$ cat src/rtl/skid_register.sv
// Two-entry skid register for a valid/ready stream.
// The main entry drives out_data directly; the skid entry absorbs the one
// beat that arrives while the consumer stalls, so in_ready can be decoded
// from registered state alone and no combinational ready path crosses the
// block. A three-state machine (EMPTY / ONE / FULL) tracks occupancy.
module skid_register #(
  parameter int unsigned          width     = 16,
  parameter logic [width-1:0]     reset_val = '0
) (
  input  logic             clk,
  input  logic             reset,      // asynchronous, active-low
  input  logic             in_valid,
  output logic             in_ready,
  input  logic [width-1:0] in_data,
  input  logic             flush,
  output logic             out_valid,
  input  logic             out_ready,
  output logic [width-1:0] out_data,
  output logic [1:0]       count
);

  typedef enum logic [1:0] {
    ST_EMPTY = 2'd0,
    ST_ONE   = 2'd1,
    ST_FULL  = 2'd2
  } state_e;

  state_e             state_q, state_d;
  logic [width-1:0]   main_q,  main_d;
  logic [width-1:0]   skid_q,  skid_d;

  logic               in_xfer;
  logic               out_xfer;

  // Handshake qualifiers: a transfer happens only when both sides agree.
  assign in_xfer  = in_valid  & in_ready;
  assign out_xfer = out_valid & out_ready;

  // Head entry is presented straight from the main register.
  assign out_data = main_q;

  // State register: occupancy, cleared asynchronously on reset.
  // NOTE: sequential state uses non-blocking (<=) so every register samples
  // pre-edge values; blocking here would create order-dependent simulation.
  always_ff @(posedge clk or negedge reset) begin
    if (!reset) begin
      state_q <= ST_EMPTY;
    end else begin
      state_q <= state_d;
    end
  end

  // Next-state logic: flush wins over every transfer.
  // NOTE: the default assignment first guarantees every path drives
  // state_d, so no latch is inferred when a branch omits it.
  always_comb begin
    state_d = state_q;
    if (flush) begin
      state_d = ST_EMPTY;
    end else begin
      unique case (state_q)
        ST_EMPTY: if (in_xfer) state_d = ST_ONE;
        ST_ONE: begin
          if (in_xfer && !out_xfer)      state_d = ST_FULL;
          else if (!in_xfer && out_xfer) state_d = ST_EMPTY;
        end
        ST_FULL:  if (out_xfer) state_d = ST_ONE;
        default:  state_d = ST_EMPTY;
      endcase
    end
  end

  // Output decode: ready/valid/count depend on the registered state only.
  always_comb begin
    in_ready  = 1'b1;
    out_valid = 1'b0;
    count     = 2'd0;
    unique case (state_q)
      ST_EMPTY: begin
        in_ready  = 1'b1;
        out_valid = 1'b0;
        count     = 2'd0;
      end
      ST_ONE: begin
        in_ready  = 1'b1;
        out_valid = 1'b1;
        count     = 2'd1;
      end
      ST_FULL: begin
        in_ready  = 1'b0;
        out_valid = 1'b1;
        count     = 2'd2;
      end
      default: begin
        in_ready  = 1'b1;
        out_valid = 1'b0;
        count     = 2'd0;
      end
    endcase
  end

  // Datapath next values: entries change only on transfers, never on flush,
  // so a flushed block keeps its stale payload with valid cleared.
  always_comb begin
    main_d = main_q;
    skid_d = skid_q;
    if (!flush) begin
      unique case (state_q)
        ST_EMPTY: if (in_xfer) main_d = in_data;
        ST_ONE: begin
          if (in_xfer && out_xfer) main_d = in_data;
          else if (in_xfer)        skid_d = in_data;
        end
        ST_FULL:  if (out_xfer) main_d = skid_q;
        default:  ;
      endcase
    end
  end

  // Payload registers: both entries load reset_val on reset.
  // NOTE: these two words are reset deliberately so out_data shows a known
  // value out of reset; a deeper storage array would normally be left unreset.
  always_ff @(posedge clk or negedge reset) begin
    if (!reset) begin
      main_q <= reset_val;
      skid_q <= reset_val;
    end else begin
      main_q <= main_d;
      skid_q <= skid_d;
    end
  end

endmodule

$ cat config.mk
export PLATFORM = sky130hd
export DESIGN_NAME = skid_register
export DESIGN_NICKNAME = d
export VERILOG_FILES = /design/src/rtl/skid_register.sv
export SDC_FILE = /design/constraint.sdc
export NUM_CORES = 1
export LEC_CHECK = 0
export CELL_PAD_IN_SITES_DETAIL_PLACEMENT = 1
export CELL_PAD_IN_SITES_GLOBAL_PLACEMENT = 2
export CORE_MARGIN = 2
export CORE_UTILIZATION = 34
export CTS_BUF_LIST = sky130_fd_sc_hd__clkbuf_4
export CTS_CLUSTER_DIAMETER = 50
export DETAILED_ROUTE_END_ITERATION = 16
export GPL_TIMING_DRIVEN = 0
export PLACE_DENSITY = 0.88
export SYNTH_ARGS = -nofsm -noshare
export SYNTH_HDL_FRONTEND = slang
export SYNTH_SLANG_ARGS = --single-unit
$ cat constraint.sdc
create_clock -name clk -period 2.33 [get_ports clk]
set_input_delay 0.5825 -clock clk [delete_from_list [all_inputs] [get_ports clk]]
set_output_delay 0.5825 -clock clk [all_outputs]
set_load 0.01 [all_outputs]
==> results of run 1 <==
## per-layer routing
layer	global-route usage	part of all wire	routed length, um	vias to the layer above
met5	0	0	0	-
met4	0.0606	0.016	57	0
met3	0.0480	0.058	211	5
met2	0.268	0.52	1920	32
met1	0.167	0.40	1470	536
li1	-	-	-	507
## worst min path at each step
stage / start / endpoint / slack, ns / depth (start not counted)
6_report: reset / out_data[11]$_DFFE_PN0P_ / 0.29 / 1
5_1_grt: reset / skid_q[11]$_DFFE_PN0P_ / 0.33 / 1
4_1_cts: reset / out_data[11]$_DFFE_PN0P_ / 0.31 / 1
3_5_place_dp: skid_q[15]$_DFFE_PN0P_ / skid_q[15]$_DFFE_PN0P_ / 0.49 / 1
3_3_place_gp: skid_q[11]$_DFFE_PN0P_ / skid_q[11]$_DFFE_PN0P_ / 0.48 / 1
2_1_floorplan: reset / out_data[0]$_DFFE_PN0P_ / 0.29 / 0
## flip-flops by register name (all words and copies together) (netlist names)
name / count
state_q: 2
skid_q: 16
out_data: 16
## worst max-delay path: stages (launching register included)
cell             delay [ns]
dfrtp_1                0.42
inv_1                  0.14
ha_2                   0.24
inv_1                  0.05
clkdlybuf4s50_1        0.47
## timing repair
action,in CTS,in global routing
setup buffers,3,0
cloned,0,0
resized for setup,1,4
setup endpoints to repair,3,4
## per-stage QoR
step | hold slack (ns) | cell area [um2] | utilization
6_report | 0.293 | 2200 | 0.469
5_1_grt | 0.326 | 2200 | 0.469
4_1_cts | 0.307 | 2190 | 0.466
3_5_place_dp | 0.490 | 2110 | 0.449
3_3_place_gp | 0.481 | 2110 | 0.450
2_1_floorplan | 0.287 | 1650 | -
## area by class of cell
type                    count  area [um2]
well taps                  54        67.6
clock inverters             3        16.3
fillers                   480        2490
multi-input cells          70         746
inverters                   5        18.8
plain buffers               5        45.0
clock buffers               5        37.5
flip-flops and latches     34         851
repair buffers             43         420
## logic make-up (layout without fill, tap and decap cells)
| group | after synthesis | in the layout | synth area share |
|---|---|---|---|
| XOR/XNOR | 1 | 1 | 0.00532 |
| AO/OA/AOI/OAI | 5 | 5 | 0.0297 |
| flip-flops | 34 | 34 | 0.517 |
| multiplexers | 50 | 50 | 0.341 |
| adder cells (fa/ha/maj) | 5 | 5 | 0.0380 |
| AND/OR/NAND/NOR | 9 | 9 | 0.0297 |
| buffers and inverters | 10 | 61 | 0.0388 |
## Yosys cell counts
library cell  count
o2111ai_2         1
nor2_1            4
nand2_1           2
xor2_1            1
mux2_2           49
inv_1             5
dfrtp_1          34
mux2i_1           1
o2111a_1          1
ha_1              5
buf_8             1
o22ai_1           1
clkbuf_1          1
nor2b_4           1
a221oi_1          1
buf_4             2
o21a_1            1
buf_6             1
nand4_1           1
nand2b_1          1
## power groups by stage
| stage | Sequential, mW | Combinational, mW | Clock (mW) |
|---|---|---|---|
| detailed placement | 1.05 | 1.19 | 0 |
| global route | 1.07 | 1.32 | 0.368 |
| finish | 1.03 | 1.22 | 0.320 |
| CTS | 1.04 | 1.23 | 0.335 |
| global placement | 1.02 | 1.13 | 0 |
| floorplan | 1.08 | 0.609 | 0 |
==> metrics.md, run 1 <==
| Metric | Value |
|---|---|
| CTS tree | done |
| Reg2Reg Launch Point | state_q[0]$_DFFE_PN0P_ |
| Via density | about 5 |
| Period utilization | 0.957 |
| WS Path Type | reg -> out |
| Distinct cells, synth | 20 |
| Hold crit path type | in -> async |
| Crit path to | in_ready |
| Final Net Count | 190 |
| Share of layout cells above drive strength 1 | 0.412 |
| Syn Nets | 140 |
| First DRT Iteration DRCs | 30 |
| Cell-internal power | 1.75 mW |
| Clock transition at path regs | 0.11 ns |
| Final hold vios | 0 |
| GR Overflow Total | 0 |
| Critical Path RT | about 1.8 ns |
| Most common cell after layout, fill and taps aside | mux2_2 |
| Max VDD drop | 0.000514 V |
| Measured slew at the worst slew-check pin | 0.746 ns |
| CP max FO | 4 |
| Most frequent cells in the layout | 49 x mux2_2, 38 x clkdlybuf4s50_1, 34 x dfrtp_1 |
| CP endpoint kind | output pin |
| Critical path data arrival time | 1.65 ns |
| R2R depth | 6 |
| Largest net degree at the start of global routing | 35 |
| Clock sinks | 34 |
| Clock Skews | 0.00995 ns |
| Max_slew headroom | 0.503 |
| Width of the chip | about 74 um |
| CTS H-tree depth | 2 |
| Leak | about 0.93 nW |
| Unrepaired setup endpoints after global routing | true |
| Clk pwr share | 0.124 |
| First-pass DRT Iterations | 3 |
| Top Ports | 41 |
| Fmax | 0.449 GHz |
| Startpoint types | register |
| Cells after Synth | 114 |
| Vias in the first global route | 1243 |
| Status | completed |
| Fin crit period | between 2 and 2.5 ns |
| Reg2Reg Capture Point | out_data[12]$_DFFE_PN0P_ |
| Syn_area_per_cell | 14.4 um2 |
| Yosys reg bits | 34 |
| Initial antenna violation count | 0 |
| Post-Route Setup TNS | 0 ns |
| PD cells | 1170 nW/um2 |
| Leading area contributor after synthesis | dfrtp_1 |
| Max Cap Viol | 0 |
| Final worst-path setup slack | slightly above 0.1 ns |
| DRT Wirelength | ~3700 um |
| Die area | 5410 um2 |
| Final cell count without fillers | 219 |
| First-pass GRT wire length | 6040 um |
| Core Area | 4690 um2 |
| Port buffer count | 40 |
| Final Wtd Congestion | 0.705 |
| DRC Markers | 0 |
| Post-placement cell count | 208 |
| Post-placement setup slack | -0.110 ns |
| Clock buffer depth | 2 |
| Die Ht | 73.6 um |
| Setup crit start | state_q[0]$_DFFE_PN0P_ |
| CTS Hold Bufs | 0 |
| Layout area overhead | 33.8% |
| Comb pwr share | 0.474 |
| Total number of vias | 1080 |
| Initial core utilization | 0.351 |
| Sequential power share | 0.401 |
| Synthesized area | around 1600 um2 |
| Ys Warns | 0 |
| CTS root buf | clkbuf_4 |
| Yosys top cell area share | 0.517 |
| # rows | 25 |
| ANT nets after route | 0 |
| Register area share after synthesis | 0.517 |
| Switching pwr | 820 uW |
| Wirelength per Cell | 16.7 um |
| N_diodes | 0 |
| Overall power | roughly 2.6 mW |
| Synth area leaders | dfrtp_1 52%, mux2_2 34%, ha_1 3.8% |
| Num CTS Buffers | 5 |
| Final setup fails | 0 |
| Switching Fraction | 0.319 |
| Worst-Skew Late Latency | 0.34 ns |
| Max-slew violations | 0 |
| Half-perimeter wire length after placement | about 2700 um |
| Gr usage total | 0.151 |
| FF-to-FF setup slack | 0.13 ns |
Power figures use the tool's default switching activity.
==> run 2, diff against run 1 <==
--- a/config.mk
+++ b/config.mk
@@ -14,6 +14,8 @@
 export DETAILED_ROUTE_END_ITERATION = 16
 export GPL_TIMING_DRIVEN = 0
 export PLACE_DENSITY = 0.88
+export SLEW_MARGIN = 25
 export SYNTH_ARGS = -nofsm -noshare
 export SYNTH_HDL_FRONTEND = slang
 export SYNTH_SLANG_ARGS = --single-unit
+export TNS_END_PERCENT = 100
==> run 2 against run 1 <==
Global-route usage shrank 0.25 points. Sequential power barely moved. Worst setup slack worse by 0.0030 ns. Clock skew grew 0.0048 ns. Critical endpoint is now count[0]. Count of clock-buffer cells in the layout rose by 2. Flip-flop and latch count is the same. Die area did not move. First-iteration DRC count grew 20%.
==> metrics.md, run 2 (synthesis results as in run 1) <==
| Metric | Value |
|---|---|
| Fmax | 0.448 GHz |
| Worst-Skew Late Latency | 0.34 ns |
| Leak | 0.966 nW |
| Layout area overhead | 37.3% |
| CP endpoint kind | output pin |
| Max VDD drop | 0.000600 V |
| Area of the multi-input gates | 746 um2 |
| Initial core utilization | 0.351 |
| Sequential power share | 0.383 |
| Most frequent cells in the layout | 49 x mux2_2, 38 x clkdlybuf4s50_1, 34 x dfrtp_1 |
| FF-to-FF setup slack | 0.12 ns |
| First-pass GRT wire length | between 6000 and 7000 um |
| Met1 Usage GRT | 0.168 |
| Share of layout cells above drive strength 1 | 0.431 |
| Die area | roughly 5400 um2 |
| Total number of vias | roughly 1.1k |
| Num CTS Buffers | 5 |
| Met3 Use GR | 0.0370 |
| Final Net Count | 192 |
| First DRT Iteration DRCs | 36 |
| Overall power | 2.71 mW |
| # rows | 25 |
| CP cell instances | inv_1 -> ha_4 -> clkdlybuf4s50_1 |
| Comb pwr share | 0.454 |
| Clk pwr share | 0.163 |
| Fin crit period | 2.23 ns |
| ANT nets after route | 0 |
| Reg2Reg Launch Point | state_q[1]$_DFFE_PN0P_ |
| Clock Skews | 0.0147 ns |
| CP max FO | 7 |
| Width of the chip | 73.6 um |
| Wirelength per Cell | 16.9 um |
| Port buffer count | 40 |
| Top Ports | just over 40 |
| Switching pwr | around 810 uW |
| N_diodes | 0 |
| Critical Path RT | 1.75 ns |
| CP max stage delay | 0.55 ns |
| Startpoint types | register |
| Met2 Usage GRT | 0.267 |
| DRC Markers | 0 |
| Post-placement cell count | between 200 and 250 |
| Unrepaired setup endpoints after global routing | false |
| Fillers | 483 |
| Setup crit start | state_q[1]$_DFFE_PN0P_ |
| Final setup fails | 0 |
| Reg2Reg Capture Point | skid_q[14]$_DFFE_PN0P_ |
| Clock buffer depth | 2 |
| Crit path to | count[0] |
| Final cell count without fillers | ~220 |
| Storage cell area | 851 um2 |
| Max_slew headroom | 0.668 |
| R2R depth | 6 |
| Final hold vios | 0 |
| Die Ht | 73.6 um |
| Gr usage total | 0.149 |
| Hold crit path type | in -> async |
| Period utilization | 0.958 |
| Initial antenna violation count | 0 |
| Via density | between 4 and 5 |
| Largest net degree at the start of global routing | 29 |
| Clock transition at path regs | 0.10 ns |
| Half-perimeter wire length after placement | about 2800 um |
| Hold Slack | around 0.07 ns |
| CTS Hold Bufs | 0 |
| PD cells | approximately 1200 nW/um2 |
| Max Cap Viol | 0 |
| Layer with the highest usage | met2 |
| CP max-delay cell | clkdlybuf4s50_1 |
| Cell-internal power | 1.90 mW |
| Critical path data arrival time | 1.65 ns |
| First-pass DRT Iterations | 2 |
| GR Overflow Total | 0 |
| Vias in the first global route | 1291 |
| Final Wtd Congestion | between 0.7 and 0.8 |
| Most common cell after layout, fill and taps aside | mux2_2 |
| Core Area | 4690 um2 |
| Clock sinks | 34 |
| Measured slew at the worst slew-check pin | 0.499 ns |
| DRT Wirelength | 3730 um |
| CTS tree | done |
| Max-slew violations | 0 |
| Status | completed |
| Switching Fraction | 0.300 |
| CTS H-tree depth | 2 |
| WS Path Type | reg -> out |
| CTS root buf | clkbuf_4 |
-- run 2: worst min path at each step --
stage,from,to,slack [ns],cells after the start
floorplan,reset,out_data[0]$_DFFE_PN0P_,0.29,0
global placement,skid_q[11]$_DFFE_PN0P_,skid_q[11]$_DFFE_PN0P_,0.48,1
detailed placement,reset,out_data[11]$_DFFE_PN0P_,0.43,1
CTS,reset,out_data[11]$_DFFE_PN0P_,0.05,1
global route,reset,skid_q[11]$_DFFE_PN0P_,0.05,1
finish,reset,skid_q[11]$_DFFE_PN0P_,0.07,1
-- run 2: routing by layer --
layer,routed length [um],part of all wire
met5,0,0
met4,65,0.017
met3,184,0.049
met2,1910,0.51
met1,1570,0.42
-- run 2: stage by stage --
stage	TNS, ns	setup slack [ns]	util	cell area (um2)
final	0	0.0976	0.482	2260
after global routing	0	0.00465	0.482	2260
after CTS	0	0.0295	0.478	2240
after detailed placement	-1.40	-0.144	0.454	2130
after global placement	-0.820	-0.0843	0.450	2110
after floorplan	0	0.347	-	1650
-- run 2: critical path, delay by kind of cell (launching register included) --
| family | cells | cell delay (ns) |
|---|---|---|
| adders and majority gates | 1 | 0.20 |
| buffers and inverters | 2 | 0.70 |
| DFF | 1 | 0.43 |
-- run 2: layout make-up --
| class | count | share of cell area |
|---|---|---|
| tap | 54 | 0.0299 |
| multi-input combinational | 70 | 0.330 |
| sequential | 34 | 0.377 |
| clock inverter | 1 | 0.0133 |
| clock buffer | 7 | 0.0233 |
| buffer | 5 | 0.0205 |
| timing repair buffer | 45 | 0.198 |
| inverter | 5 | 0.00831 |
-- run 2: what timing repair did --
action | 4_1_cts | 5_1_grt
endpoints found under the setup margin | 3 | 4
setup buffers | 4 | 0
gates resized for setup | 1 | 5
hold endpoints to repair | 0 | 0
-- run 2: power groups by stage --
stage,clock [mW],combinational [mW],sequential (mW)
floorplan,0,0.609,1.08
global placement,0,1.13,1.02
detailed placement,0,1.19,1.06
CTS,0.458,1.24,1.04
global route,0.481,1.33,1.08
finish,0.443,1.23,1.04
==> run 3, diff against run 2 <==
--- a/config.mk
+++ b/config.mk
@@ -7,12 +7,12 @@
 export LEC_CHECK = 0
 export CELL_PAD_IN_SITES_DETAIL_PLACEMENT = 1
 export CELL_PAD_IN_SITES_GLOBAL_PLACEMENT = 2
-export CORE_MARGIN = 2
 export CORE_UTILIZATION = 34
 export CTS_BUF_LIST = sky130_fd_sc_hd__clkbuf_4
 export CTS_CLUSTER_DIAMETER = 50
 export DETAILED_ROUTE_END_ITERATION = 16
 export GPL_TIMING_DRIVEN = 0
+export MAX_ROUTING_LAYER = met4
 export PLACE_DENSITY = 0.88
 export SLEW_MARGIN = 25
 export SYNTH_ARGS = -nofsm -noshare
==> run 3 against run 2 <==
Critical path depth unchanged. Die area down 5.4%. Flip-flop and latch count unchanged. First-iteration DRC count down 64%. Worst hold slack better by 0.020 ns.
==> metrics.md, run 3 (synthesis results as in run 1) <==
| Metric | Value |
|---|---|
| Wirelength per Cell | 15.7 um |
| N_diodes | 0 |
| Fin area | 2220 um2 |
| Top Ports | between 40 and 50 |
| Unrepaired setup endpoints after global routing | true |
| Sequential power share | 0.404 |
| Post-layout util | 0.493 |
| Width of the chip | 71.6 um |
| Most common cell after layout, fill and taps aside | mux2_2 |
| Fmax | 0.451 GHz |
| Hold crit path type | in -> async |
| Placed inst area | 2130 um2 |
| Die area | ~5100 um2 |
| CTS H-tree depth | 2 |
| Via density | 5.00 |
| Hold Slack | ~0.09 ns |
| GR Overflow Total | 0 |
| Switching Fraction | 0.309 |
| CP max stage delay | 0.54 ns |
| Comb pwr share | 0.472 |
| Gr usage total | 0.156 |
| DRC Markers | 0 |
| PD cells | 1150 nW/um2 |
| Max_slew headroom | 0.692 |
| Clock buffer depth | 2 |
| Port buffer count | 40 |
| Crit path buf inv count | 2 |
| First-pass DRT Iterations | 2 |
| Leak | ~0.95 nW |
| Vias in the first global route | between 1k and 1.5k |
| Period utilization | 0.952 |
| Fin crit period | 2.22 ns |
| Measured slew at the worst slew-check pin | 0.462 ns |
| Final hold vios | 0 |
| CTS root buf | clkbuf_4 |
| Core Area | 4500 um2 |
| Final Wtd Congestion | 0.730 |
| Initial antenna violation count | 0 |
| Share of layout cells above drive strength 1 | 0.422 |
| Storage cell area | roughly 850 um2 |
| Max Cap Viol | 0 |
| Num CTS Buffers | 5 |
| Clock Skews | 0.0113 ns |
| CTS tree | done |
| Total number of vias | 1089 |
| Max-slew violations | 0 |
| Area of the multi-input gates | 746 um2 |
| Layout area overhead | 35.0% |
| Final cell count without fillers | 218 |
| Largest net degree at the start of global routing | 27 |
| Clk pwr share | 0.123 |
| Critical path data arrival time | 1.64 ns |
| Clock transition at path regs | 0.10 ns |
| Die Ht | 71.6 um |
| Half-perimeter wire length after placement | 2540 um |
| Post-placement cell count | ~210 |
| Most frequent cells in the layout | 49 x mux2_2, 38 x clkdlybuf4s50_1, 34 x dfrtp_1 |
| Initial core utilization | 0.365 |
| CP endpoint kind | output pin |
| Cell-internal power | 1.77 mW |
| ANT nets after route | 0 |
| CP max FO | 7 |
| CP max-delay cell | clkdlybuf4s50_1 |
| Delay-heaviest family, CP | buffers and inverters |
| WS Path Type | reg -> out |
| FF-to-FF setup slack | 0.14 ns |
| Startpoint types | register |
| Post-Route Setup TNS | 0 ns |
| Status | completed |
| DRT Wirelength | 3420 um |
| Worst-Skew Late Latency | 0.34 ns |
| Max VDD drop | 0.000450 V |
| Switching pwr | 789 uW |
| # rows | 24 |
| Fillers | 467 |
| Clock sinks | 34 |
| Critical Path RT | 1.75 ns |
| First-pass GRT wire length | 5940 um |
| Final Net Count | between 150 and 200 |
| CP cell instances | inv_1 -> ha_4 -> clkdlybuf4s50_1 |
| Final setup fails | 0 |
| First DRT Iteration DRCs | 13 |
[run 3: cell types whose count changed in the layout (fill, tap and decap cells not counted)]
| cell | change |
|---|---|
| clkbuf_4 | -1 |
| buf_4 | -1 |
| clkinv_2 | +1 |
| clkinv_1 | +1 |
| bufinv_16 | -1 |
[run 3: worst paths after layout]
kind	start	endpoint	cells past startpoint
worst min-delay path	reset	skid_q[1]$_DFFE_PN0P_	1
min in group clk	skid_q[14]$_DFFE_PN0P_	skid_q[14]$_DFFE_PN0P_	1
worst min register to register	skid_q[14]$_DFFE_PN0P_	skid_q[14]$_DFFE_PN0P_	1
max in group asynchronous	reset	out_data[11]$_DFFE_PN0P_	2
worst max register to register	state_q[1]$_DFFE_PN0P_	skid_q[7]$_DFFE_PN0P_	6
worst max-delay path	state_q[1]$_DFFE_PN0P_	count[0]	3
[run 3: stage by stage]
stage	power (mW)	worst slack (ns)
2_1_floorplan	1.69	0.347
3_3_place_gp	2.15	-0.0609
3_5_place_dp	2.22	-0.102
4_1_cts	2.58	0.0154
5_1_grt	2.73	-0.0129
6_report	2.56	0.112
[run 3: power groups by stage]
stage	logic [mW]	clock network (mW)	registers [mW]
5_1_grt	1.30	0.354	1.08
3_3_place_gp	1.12	0	1.03
3_5_place_dp	1.17	0	1.05
2_1_floorplan	0.609	0	1.08
4_1_cts	1.21	0.336	1.04
6_report	1.21	0.315	1.03
[run 3: repair_timing]
action	CTS	global route
pin swaps	0	0
gates resized for setup	1	5
hold buffers	0	0
setup buffers	2	1
endpoints found under the setup margin	3	8
[run 3: area by class of cell]
class	instances	share of cell area
plain buffers	5	0.0208
flip-flops and latches	34	0.383
clock buffers	6	0.0203
inverters	5	0.00845
clock inverters	2	0.00394
repair buffers	44	0.198
well taps	52	0.0293
multi-input cells	70	0.336
[run 3: routing by layer]
layer	up-vias	GRT usage	wire, um
li1	500	-	-
met1	548	0.185	1490
met2	34	0.260	1670
met3	7	0.0338	204
met4	0	0.0654	46
met5	-	-	0
